--- src/rtl/pipe_ctrl_if.sv ---
// rtl/pipe_ctrl_if.sv - hazard inputs and pause/flush controls between the core and pipe_ctrl
// master = pipeline side (drives hazard info), slave = pipe_ctrl.
interface pipe_ctrl_if #(
  parameter int CNT_W = 32
);
  logic [4:0]       id_rs1_addr;
  logic [4:0]       id_rs2_addr;
  logic             id_rs1_used;
  logic             id_rs2_used;
  logic             ex_is_load;
  logic [4:0]       ex_rd_addr;
  logic             ex_branch_taken;
  logic             ex_div_start;
  logic             mem_req;
  logic             mem_ready;

  logic             pc_pause;
  logic             if_id_pause;
  logic             if_id_flush;
  logic             id_ex_pause;
  logic             id_ex_flush;
  logic             ex_mem_pause;
  logic             ex_mem_flush;
  logic             mem_wb_flush;
  logic             div_go;
  logic             div_busy;
  logic [CNT_W-1:0] stall_cnt;
  logic [CNT_W-1:0] flush_cnt;

  modport master (
    output id_rs1_addr, id_rs2_addr, id_rs1_used, id_rs2_used,
    output ex_is_load, ex_rd_addr, ex_branch_taken, ex_div_start,
    output mem_req, mem_ready,
    input  pc_pause, if_id_pause, if_id_flush, id_ex_pause, id_ex_flush,
    input  ex_mem_pause, ex_mem_flush, mem_wb_flush, div_go, div_busy,
    input  stall_cnt, flush_cnt
  );

  modport slave (
    input  id_rs1_addr, id_rs2_addr, id_rs1_used, id_rs2_used,
    input  ex_is_load, ex_rd_addr, ex_branch_taken, ex_div_start,
    input  mem_req, mem_ready,
    output pc_pause, if_id_pause, if_id_flush, id_ex_pause, id_ex_flush,
    output ex_mem_pause, ex_mem_flush, mem_wb_flush, div_go, div_busy,
    output stall_cnt, flush_cnt
  );
endinterface

--- src/rtl/pipe_ctrl.sv ---
// rtl/pipe_ctrl.sv - 5-stage pipeline hazard controller: memory-wait, divide, branch and load-use
// Pause/flush controls are combinational from state and inputs; stall/flush counters saturate.
module pipe_ctrl #(
  parameter int DIV_CYCLES = 32,
  parameter int CNT_W      = 32
) (
  input  logic       clk,
  input  logic       rst_n,
  pipe_ctrl_if.slave bus
);

  localparam int CW = (DIV_CYCLES > 1) ? $clog2(DIV_CYCLES) : 1;
  localparam logic [CW-1:0]    CNT_LOAD = CW'(DIV_CYCLES - 1);
  localparam logic [CNT_W-1:0] CNT_MAX  = '1;

  typedef enum logic {
    RUN = 1'b0,
    DIV = 1'b1
  } state_t;

  state_t           state_q, state_d;
  logic [CW-1:0]    cnt_q, cnt_d;
  logic [CNT_W-1:0] stall_cnt_q, stall_cnt_d;
  logic [CNT_W-1:0] flush_cnt_q, flush_cnt_d;

  logic mem_stall;
  logic rs1_hit;
  logic rs2_hit;
  logic load_use;
  logic div_stall;
  logic branch_flush;

  logic pc_pause;
  logic if_id_pause;
  logic if_id_flush;
  logic id_ex_pause;
  logic id_ex_flush;
  logic ex_mem_pause;
  logic ex_mem_flush;
  logic mem_wb_flush;
  logic div_go;

  always_comb begin
    mem_stall = bus.mem_req & ~bus.mem_ready;
    rs1_hit   = bus.id_rs1_used & (bus.id_rs1_addr == bus.ex_rd_addr);
    rs2_hit   = bus.id_rs2_used & (bus.id_rs2_addr == bus.ex_rd_addr);
    load_use  = bus.ex_is_load & (bus.ex_rd_addr != 5'd0) & (rs1_hit | rs2_hit);
    // The last DIV cycle (cnt==0) lets the result advance, so it is not a stall.
    div_stall = ((state_q == RUN) & bus.ex_div_start) |
                ((state_q == DIV) & (cnt_q != '0));
  end

  always_comb begin
    state_d = state_q;
    cnt_d   = cnt_q;

    unique case (state_q)
      RUN: begin
        if (bus.ex_div_start && !mem_stall) begin
          state_d = DIV;
          cnt_d   = CNT_LOAD;
        end
      end
      DIV: begin
        // The divider keeps counting down even while memory holds the pipe.
        if (cnt_q != '0) begin
          cnt_d = cnt_q - 1'b1;
        end
        if (cnt_q == '0 && !mem_stall) begin
          state_d = RUN;
        end
      end
      default: begin
        state_d = RUN;
        cnt_d   = '0;
      end
    endcase
  end

  always_comb begin
    pc_pause     = 1'b0;
    if_id_pause  = 1'b0;
    if_id_flush  = 1'b0;
    id_ex_pause  = 1'b0;
    id_ex_flush  = 1'b0;
    ex_mem_pause = 1'b0;
    ex_mem_flush = 1'b0;
    mem_wb_flush = 1'b0;
    div_go       = 1'b0;
    branch_flush = 1'b0;

    if (rst_n) begin
      if (mem_stall) begin
        pc_pause     = 1'b1;
        if_id_pause  = 1'b1;
        id_ex_pause  = 1'b1;
        ex_mem_pause = 1'b1;
        mem_wb_flush = 1'b1;
      end else if (div_stall) begin
        pc_pause     = 1'b1;
        if_id_pause  = 1'b1;
        id_ex_pause  = 1'b1;
        ex_mem_flush = 1'b1;
        div_go       = (state_q == RUN);
      end else if (bus.ex_branch_taken) begin
        // Fetch redirect happens elsewhere; the PC keeps moving.
        if_id_flush  = 1'b1;
        id_ex_flush  = 1'b1;
        branch_flush = 1'b1;
      end else if (load_use) begin
        pc_pause     = 1'b1;
        if_id_pause  = 1'b1;
        id_ex_flush  = 1'b1;
      end
    end
  end

  always_comb begin
    stall_cnt_d = stall_cnt_q;
    flush_cnt_d = flush_cnt_q;
    if (pc_pause && stall_cnt_q != CNT_MAX) begin
      stall_cnt_d = stall_cnt_q + 1'b1;
    end
    if (branch_flush && flush_cnt_q != CNT_MAX) begin
      flush_cnt_d = flush_cnt_q + 1'b1;
    end
  end

  always_ff @(posedge clk or negedge rst_n) begin
    if (!rst_n) begin
      state_q     <= RUN;
      cnt_q       <= '0;
      stall_cnt_q <= '0;
      flush_cnt_q <= '0;
    end else begin
      state_q     <= state_d;
      cnt_q       <= cnt_d;
      stall_cnt_q <= stall_cnt_d;
      flush_cnt_q <= flush_cnt_d;
    end
  end

  assign bus.pc_pause     = pc_pause;
  assign bus.if_id_pause  = if_id_pause;
  assign bus.if_id_flush  = if_id_flush;
  assign bus.id_ex_pause  = id_ex_pause;
  assign bus.id_ex_flush  = id_ex_flush;
  assign bus.ex_mem_pause = ex_mem_pause;
  assign bus.ex_mem_flush = ex_mem_flush;
  assign bus.mem_wb_flush = mem_wb_flush;
  assign bus.div_go       = div_go;
  assign bus.div_busy     = (state_q == DIV);
  assign bus.stall_cnt    = stall_cnt_q;
  assign bus.flush_cnt    = flush_cnt_q;

endmodule
--- src/flat_wrapper.sv ---
// flat-port wrapper written by rule: the top's interface ports become plain ports
module pipe_ctrl_flat 
#(
  parameter int DIV_CYCLES = 32,
  parameter int CNT_W      = 32
)
  (clk, rst_n, bus_id_rs1_addr, bus_id_rs2_addr, bus_id_rs1_used, bus_id_rs2_used, bus_ex_is_load, bus_ex_rd_addr, bus_ex_branch_taken, bus_ex_div_start, bus_mem_req, bus_mem_ready, bus_pc_pause, bus_if_id_pause, bus_if_id_flush, bus_id_ex_pause, bus_id_ex_flush, bus_ex_mem_pause, bus_ex_mem_flush, bus_mem_wb_flush, bus_div_go, bus_div_busy, bus_stall_cnt, bus_flush_cnt);
  pipe_ctrl_if #(.CNT_W(CNT_W)) bus_i ();
  input  logic clk;
  input  logic rst_n;
  input wire logic [$bits(bus_i.id_rs1_addr)-1:0] bus_id_rs1_addr;
  input wire logic [$bits(bus_i.id_rs2_addr)-1:0] bus_id_rs2_addr;
  input wire logic [$bits(bus_i.id_rs1_used)-1:0] bus_id_rs1_used;
  input wire logic [$bits(bus_i.id_rs2_used)-1:0] bus_id_rs2_used;
  input wire logic [$bits(bus_i.ex_is_load)-1:0] bus_ex_is_load;
  input wire logic [$bits(bus_i.ex_rd_addr)-1:0] bus_ex_rd_addr;
  input wire logic [$bits(bus_i.ex_branch_taken)-1:0] bus_ex_branch_taken;
  input wire logic [$bits(bus_i.ex_div_start)-1:0] bus_ex_div_start;
  input wire logic [$bits(bus_i.mem_req)-1:0] bus_mem_req;
  input wire logic [$bits(bus_i.mem_ready)-1:0] bus_mem_ready;
  output wire logic [$bits(bus_i.pc_pause)-1:0] bus_pc_pause;
  output wire logic [$bits(bus_i.if_id_pause)-1:0] bus_if_id_pause;
  output wire logic [$bits(bus_i.if_id_flush)-1:0] bus_if_id_flush;
  output wire logic [$bits(bus_i.id_ex_pause)-1:0] bus_id_ex_pause;
  output wire logic [$bits(bus_i.id_ex_flush)-1:0] bus_id_ex_flush;
  output wire logic [$bits(bus_i.ex_mem_pause)-1:0] bus_ex_mem_pause;
  output wire logic [$bits(bus_i.ex_mem_flush)-1:0] bus_ex_mem_flush;
  output wire logic [$bits(bus_i.mem_wb_flush)-1:0] bus_mem_wb_flush;
  output wire logic [$bits(bus_i.div_go)-1:0] bus_div_go;
  output wire logic [$bits(bus_i.div_busy)-1:0] bus_div_busy;
  output wire logic [$bits(bus_i.stall_cnt)-1:0] bus_stall_cnt;
  output wire logic [$bits(bus_i.flush_cnt)-1:0] bus_flush_cnt;
  assign bus_i.id_rs1_addr = bus_id_rs1_addr;
  assign bus_i.id_rs2_addr = bus_id_rs2_addr;
  assign bus_i.id_rs1_used = bus_id_rs1_used;
  assign bus_i.id_rs2_used = bus_id_rs2_used;
  assign bus_i.ex_is_load = bus_ex_is_load;
  assign bus_i.ex_rd_addr = bus_ex_rd_addr;
  assign bus_i.ex_branch_taken = bus_ex_branch_taken;
  assign bus_i.ex_div_start = bus_ex_div_start;
  assign bus_i.mem_req = bus_mem_req;
  assign bus_i.mem_ready = bus_mem_ready;
  assign bus_pc_pause = bus_i.pc_pause;
  assign bus_if_id_pause = bus_i.if_id_pause;
  assign bus_if_id_flush = bus_i.if_id_flush;
  assign bus_id_ex_pause = bus_i.id_ex_pause;
  assign bus_id_ex_flush = bus_i.id_ex_flush;
  assign bus_ex_mem_pause = bus_i.ex_mem_pause;
  assign bus_ex_mem_flush = bus_i.ex_mem_flush;
  assign bus_mem_wb_flush = bus_i.mem_wb_flush;
  assign bus_div_go = bus_i.div_go;
  assign bus_div_busy = bus_i.div_busy;
  assign bus_stall_cnt = bus_i.stall_cnt;
  assign bus_flush_cnt = bus_i.flush_cnt;
  pipe_ctrl #(.DIV_CYCLES(DIV_CYCLES), .CNT_W(CNT_W)) u_core (.clk(clk), .rst_n(rst_n), .bus(bus_i));
endmodule
--- config.mk ---
export PLATFORM = sky130hd
export DESIGN_NAME = pipe_ctrl_flat
export DESIGN_NICKNAME = d
export VERILOG_FILES = /design/src/rtl/pipe_ctrl_if.sv /design/src/rtl/pipe_ctrl.sv /design/src/flat_wrapper.sv
export SDC_FILE = /design/constraint.sdc
export NUM_CORES = 1
export LEC_CHECK = 0
export BUFFER_PORTS_ARGS = -buffer_cell sky130_fd_sc_hd__buf_4
export CAP_MARGIN = 10
export CORE_MARGIN = 1
export CORE_UTILIZATION = 54
export CTS_BUF_LIST = sky130_fd_sc_hd__clkbuf_8
export CTS_CLUSTER_DIAMETER = 50
export DETAILED_ROUTE_END_ITERATION = 8
export MAX_ROUTING_LAYER = met4
export PLACE_DENSITY = 0.88
export SYNTH_ARGS = -nofsm -noshare
export SYNTH_HDL_FRONTEND = slang
export SYNTH_SLANG_ARGS = --single-unit
--- constraint.sdc ---
create_clock -name clk -period 2.6 [get_ports clk]
set_clock_uncertainty 0.15 [all_clocks]
set_input_delay 0.39 -clock clk [delete_from_list [all_inputs] [get_ports clk]]
set_output_delay 0.39 -clock clk [all_outputs]
set_load 0.05 [all_outputs]
==> out/results.txt <==
Unique masters post-synth - 47
Clock transition at path regs - 0.07 ns
setup total negative slack - -0.281 ns
GR Overflow Total - 0
WL/cell - 15.2 um
Worst slew margin - 67.1%
Slew @ Worst Pin - 0.489 ns
synthesized instance count - 337
flops & latches, synth - 70
register share of total power - 41.8%
CTS sink count - 70
vias per std cell - 5.52
min-delay src - bus_ex_div_start
antenna viol nets, final - 0
layout cells sized above 1 - 33.2%
EDFF count, synth - 0
status - finished, violations left
crit path kind - reg2out
Switch Pwr - 1.09 mW
number of antenna violations at the first check in global routing - 0
most numerous cell in the Yosys netlist - dfrtp_1
Detailed Route WL - 8.06 mm
switch share - 34.1%
P_leak - 2.36 nW
H-tree levels - 3
maximum VDD drop - 0.650 mV
FF-to-FF path depth - 10
first-pass GRT wire length - 13.4 mm
fin nets - 478
hold crit path type - in2reg
die width - 83.2 um
RSZ-0062 raised after global routing - yes
GP Congestion - 0.830
Area contributors post-synth - dfrtp_1 (49%), xnor2_1 (12%), xor2_1 (6.4%), nand4_1 (3.9%), nand3_1 (3.4%)
Post-synth ARST share - 100%
final worst slack - -0.0961 ns
post-synthesis sequential area ratio - 49.2%
Slew Limit Fails - 0
routed vias - 2934
CTS Buffer Depth - 2
# diodes - 0
CTS tree - done
Mapped Avg Cell Area - 10.6 um^2
I/O Buffers - 97
Net Count, Synth - 365
die area - 6930 um^2
fin crit share - 104%
DIE HEIGHT - 83.2 um
post-DP HPWL - 5.70 mm
Critical Path Source Type - flop
Worst Path Arrival - 2.16 ns
row cnt - 29
core area - 6350 um^2
RR Startpoint - u_core.cnt_q[1]$_DFFE_PN0P_
CP startpoint - u_core.cnt_q[1]$_DFFE_PN0P_
top cell type's share of synthesized area - 49.2%
PD cells - 672 nW/um^2
Critical Path RT - 2.06 ns
Synth Cell Area - 3560 um^2
Fin. Hold Viols - 0
later-pin clock latency in the skew report - 0.34 ns
Residual DRC - 0
largest net degree at the start of global routing - 36
# IOs - 98
failing checks - setup timing
Ys Warns - 0
Pint - 2.10 mW
endpoint class of the critical path - output pin
Initial Utilization - 56.1%
reg2reg setup slack - 0.05 ns
1st-pass router iterations - 4
total global-route track usage - 24.7%
root buf cell - clkbuf_8
Post-synth top cells - dfrtp_1 (70), xnor2_1 (49), nand2_1 (31)
Hold Path Stages - 3
P&R area growth vs syn - 32.9%
Clock power frac - 29.5%
utilization after layout - 74.6%
setup violators final - 4
Comb pwr share - 28.6%
prevailing post-synth register cell - dfrtp_1
DRT iter0 DRCs - 54
Max Fclk - 371 MHz
number of global-route vias before repair - 2969
fillers - 422
cts bufs inserted - 9
Critical Path Fanout Max - 3
Final min period - 2.70 ns
area leader, netlist - dfrtp_1
Max Cap Viol - 0
==> final timing paths <==
| kind | end |
|---|---|
| setup / recovery | bus_pc_pause |
| hold / removal | u_core.bus.div_busy$_DFF_PN0_ |
| setup reg to reg | u_core.bus.flush_cnt[15]$_DFFE_PN0P_ |
| hold reg to reg | u_core.bus.flush_cnt[19]$_DFFE_PN0P_ |
| max in group asynchronous | u_core.bus.stall_cnt[18]$_DFFE_PN0P_ |
| min in group asynchronous | u_core.cnt_q[0]$_DFFE_PN0P_ |
==> logic make-up (layout without fill, tap and decap cells) <==
kind of cell | count (synthesis) | in the layout | synth area share, %
adders and majority gates | 4 | 4 | 1.41
DFF | 70 | 70 | 49.2
muxes | 2 | 2 | 0.948
and+or+nand+nor | 154 | 154 | 24.4
xor gates and xnor gates | 75 | 75 | 18.4
buffers and inverters | 20 | 138 | 3.30
AOI/OAI and AO/OA | 12 | 12 | 2.32
==> power groups by stage <==
| stage | logic, mW | clock network, mW | registers [mW] |
|---|---|---|---|
| after floorplan | 0.342 | 0 | 1.53 |
| after global placement | 0.753 | 0 | 1.34 |
| after detailed placement | 0.776 | 0 | 1.35 |
| after CTS | 0.849 | 0.954 | 1.33 |
| after global routing | 0.985 | 1.00 | 1.35 |
| final | 0.911 | 0.940 | 1.33 |
==> sequential cells by signal (all words and copies together), names as in the netlist <==
name,cells
u_core.bus.stall_cnt,32
u_core.bus.div_busy,1
u_core.cnt_q,5
u_core.bus.flush_cnt,32
==> metal layers <==
metal / wire length (um) / up-vias / GRT usage [%]
met1: 3510 / 1406 / 30.5
met4: 133 / 0 / 9.25
li1: - / 1393 / -
met3: 570 / 14 / 6.96
met5: 0 / - / -
met2: 3850 / 121 / 38.9
==> cell usage in the layout (no fill, tap or decap), drive strengths merged, types with 11 or more instances in the layout <==
master	count
and3	11
buf	112
dfrtp	70
nand2	33
nand3	24
nand4	23
nor2	17
nor3	18
xnor2	49
xor2	26
==> per-stage QoR <==
step           instances  total power [mW]  worst slack (ns)  hold slack [ns]  cell area, um^2
2_1_floorplan        337              1.87        -0.0000504          -0.0556             3590
3_3_place_gp         506              2.10             0.115           0.0629             4380
3_5_place_dp         506              2.13            0.0189           0.0669             4380
4_1_cts              529              3.13           -0.0613            0.189             4680
5_1_grt              532              3.34            -0.160            0.215             4730
6_report             532              3.18           -0.0961            0.203             4730
==> critical path: stages (launching register included) <==
cell and delay, ns:
dfrtp_1 0.40, inv_2 0.10, ha_4 0.13, or4b_4 0.48, mux2i_4 0.16, buf_6 0.13, a21oi_4 0.05, a21o_4 0.21
buf_8 0.15
==> what timing repair did <==
item / in CTS / in global routing
setup buffers: 6 / 3
hold buffers: 1 / 0
gates resized for setup: 10 / 6
hold endpoints to repair: 3 / 0
endpoints found under the setup margin: 4 / 39
pin swaps: 0 / 2
==> cell type report <==
type | count | area, um^2 | area share [%]
Sequential cell | 70 | 1750 | 37.0
Multi-Input combinational cell | 247 | 1750 | 36.9
Timing Repair Buffer | 113 | 890 | 18.8
Clock buffer | 9 | 124 | 2.62
Tap cell | 77 | 96.3 | 2.03
Clock inverter | 7 | 90.1 | 1.90
Inverter | 9 | 33.8 | 0.714
Note: power is estimated with default switching activity, not from simulation.
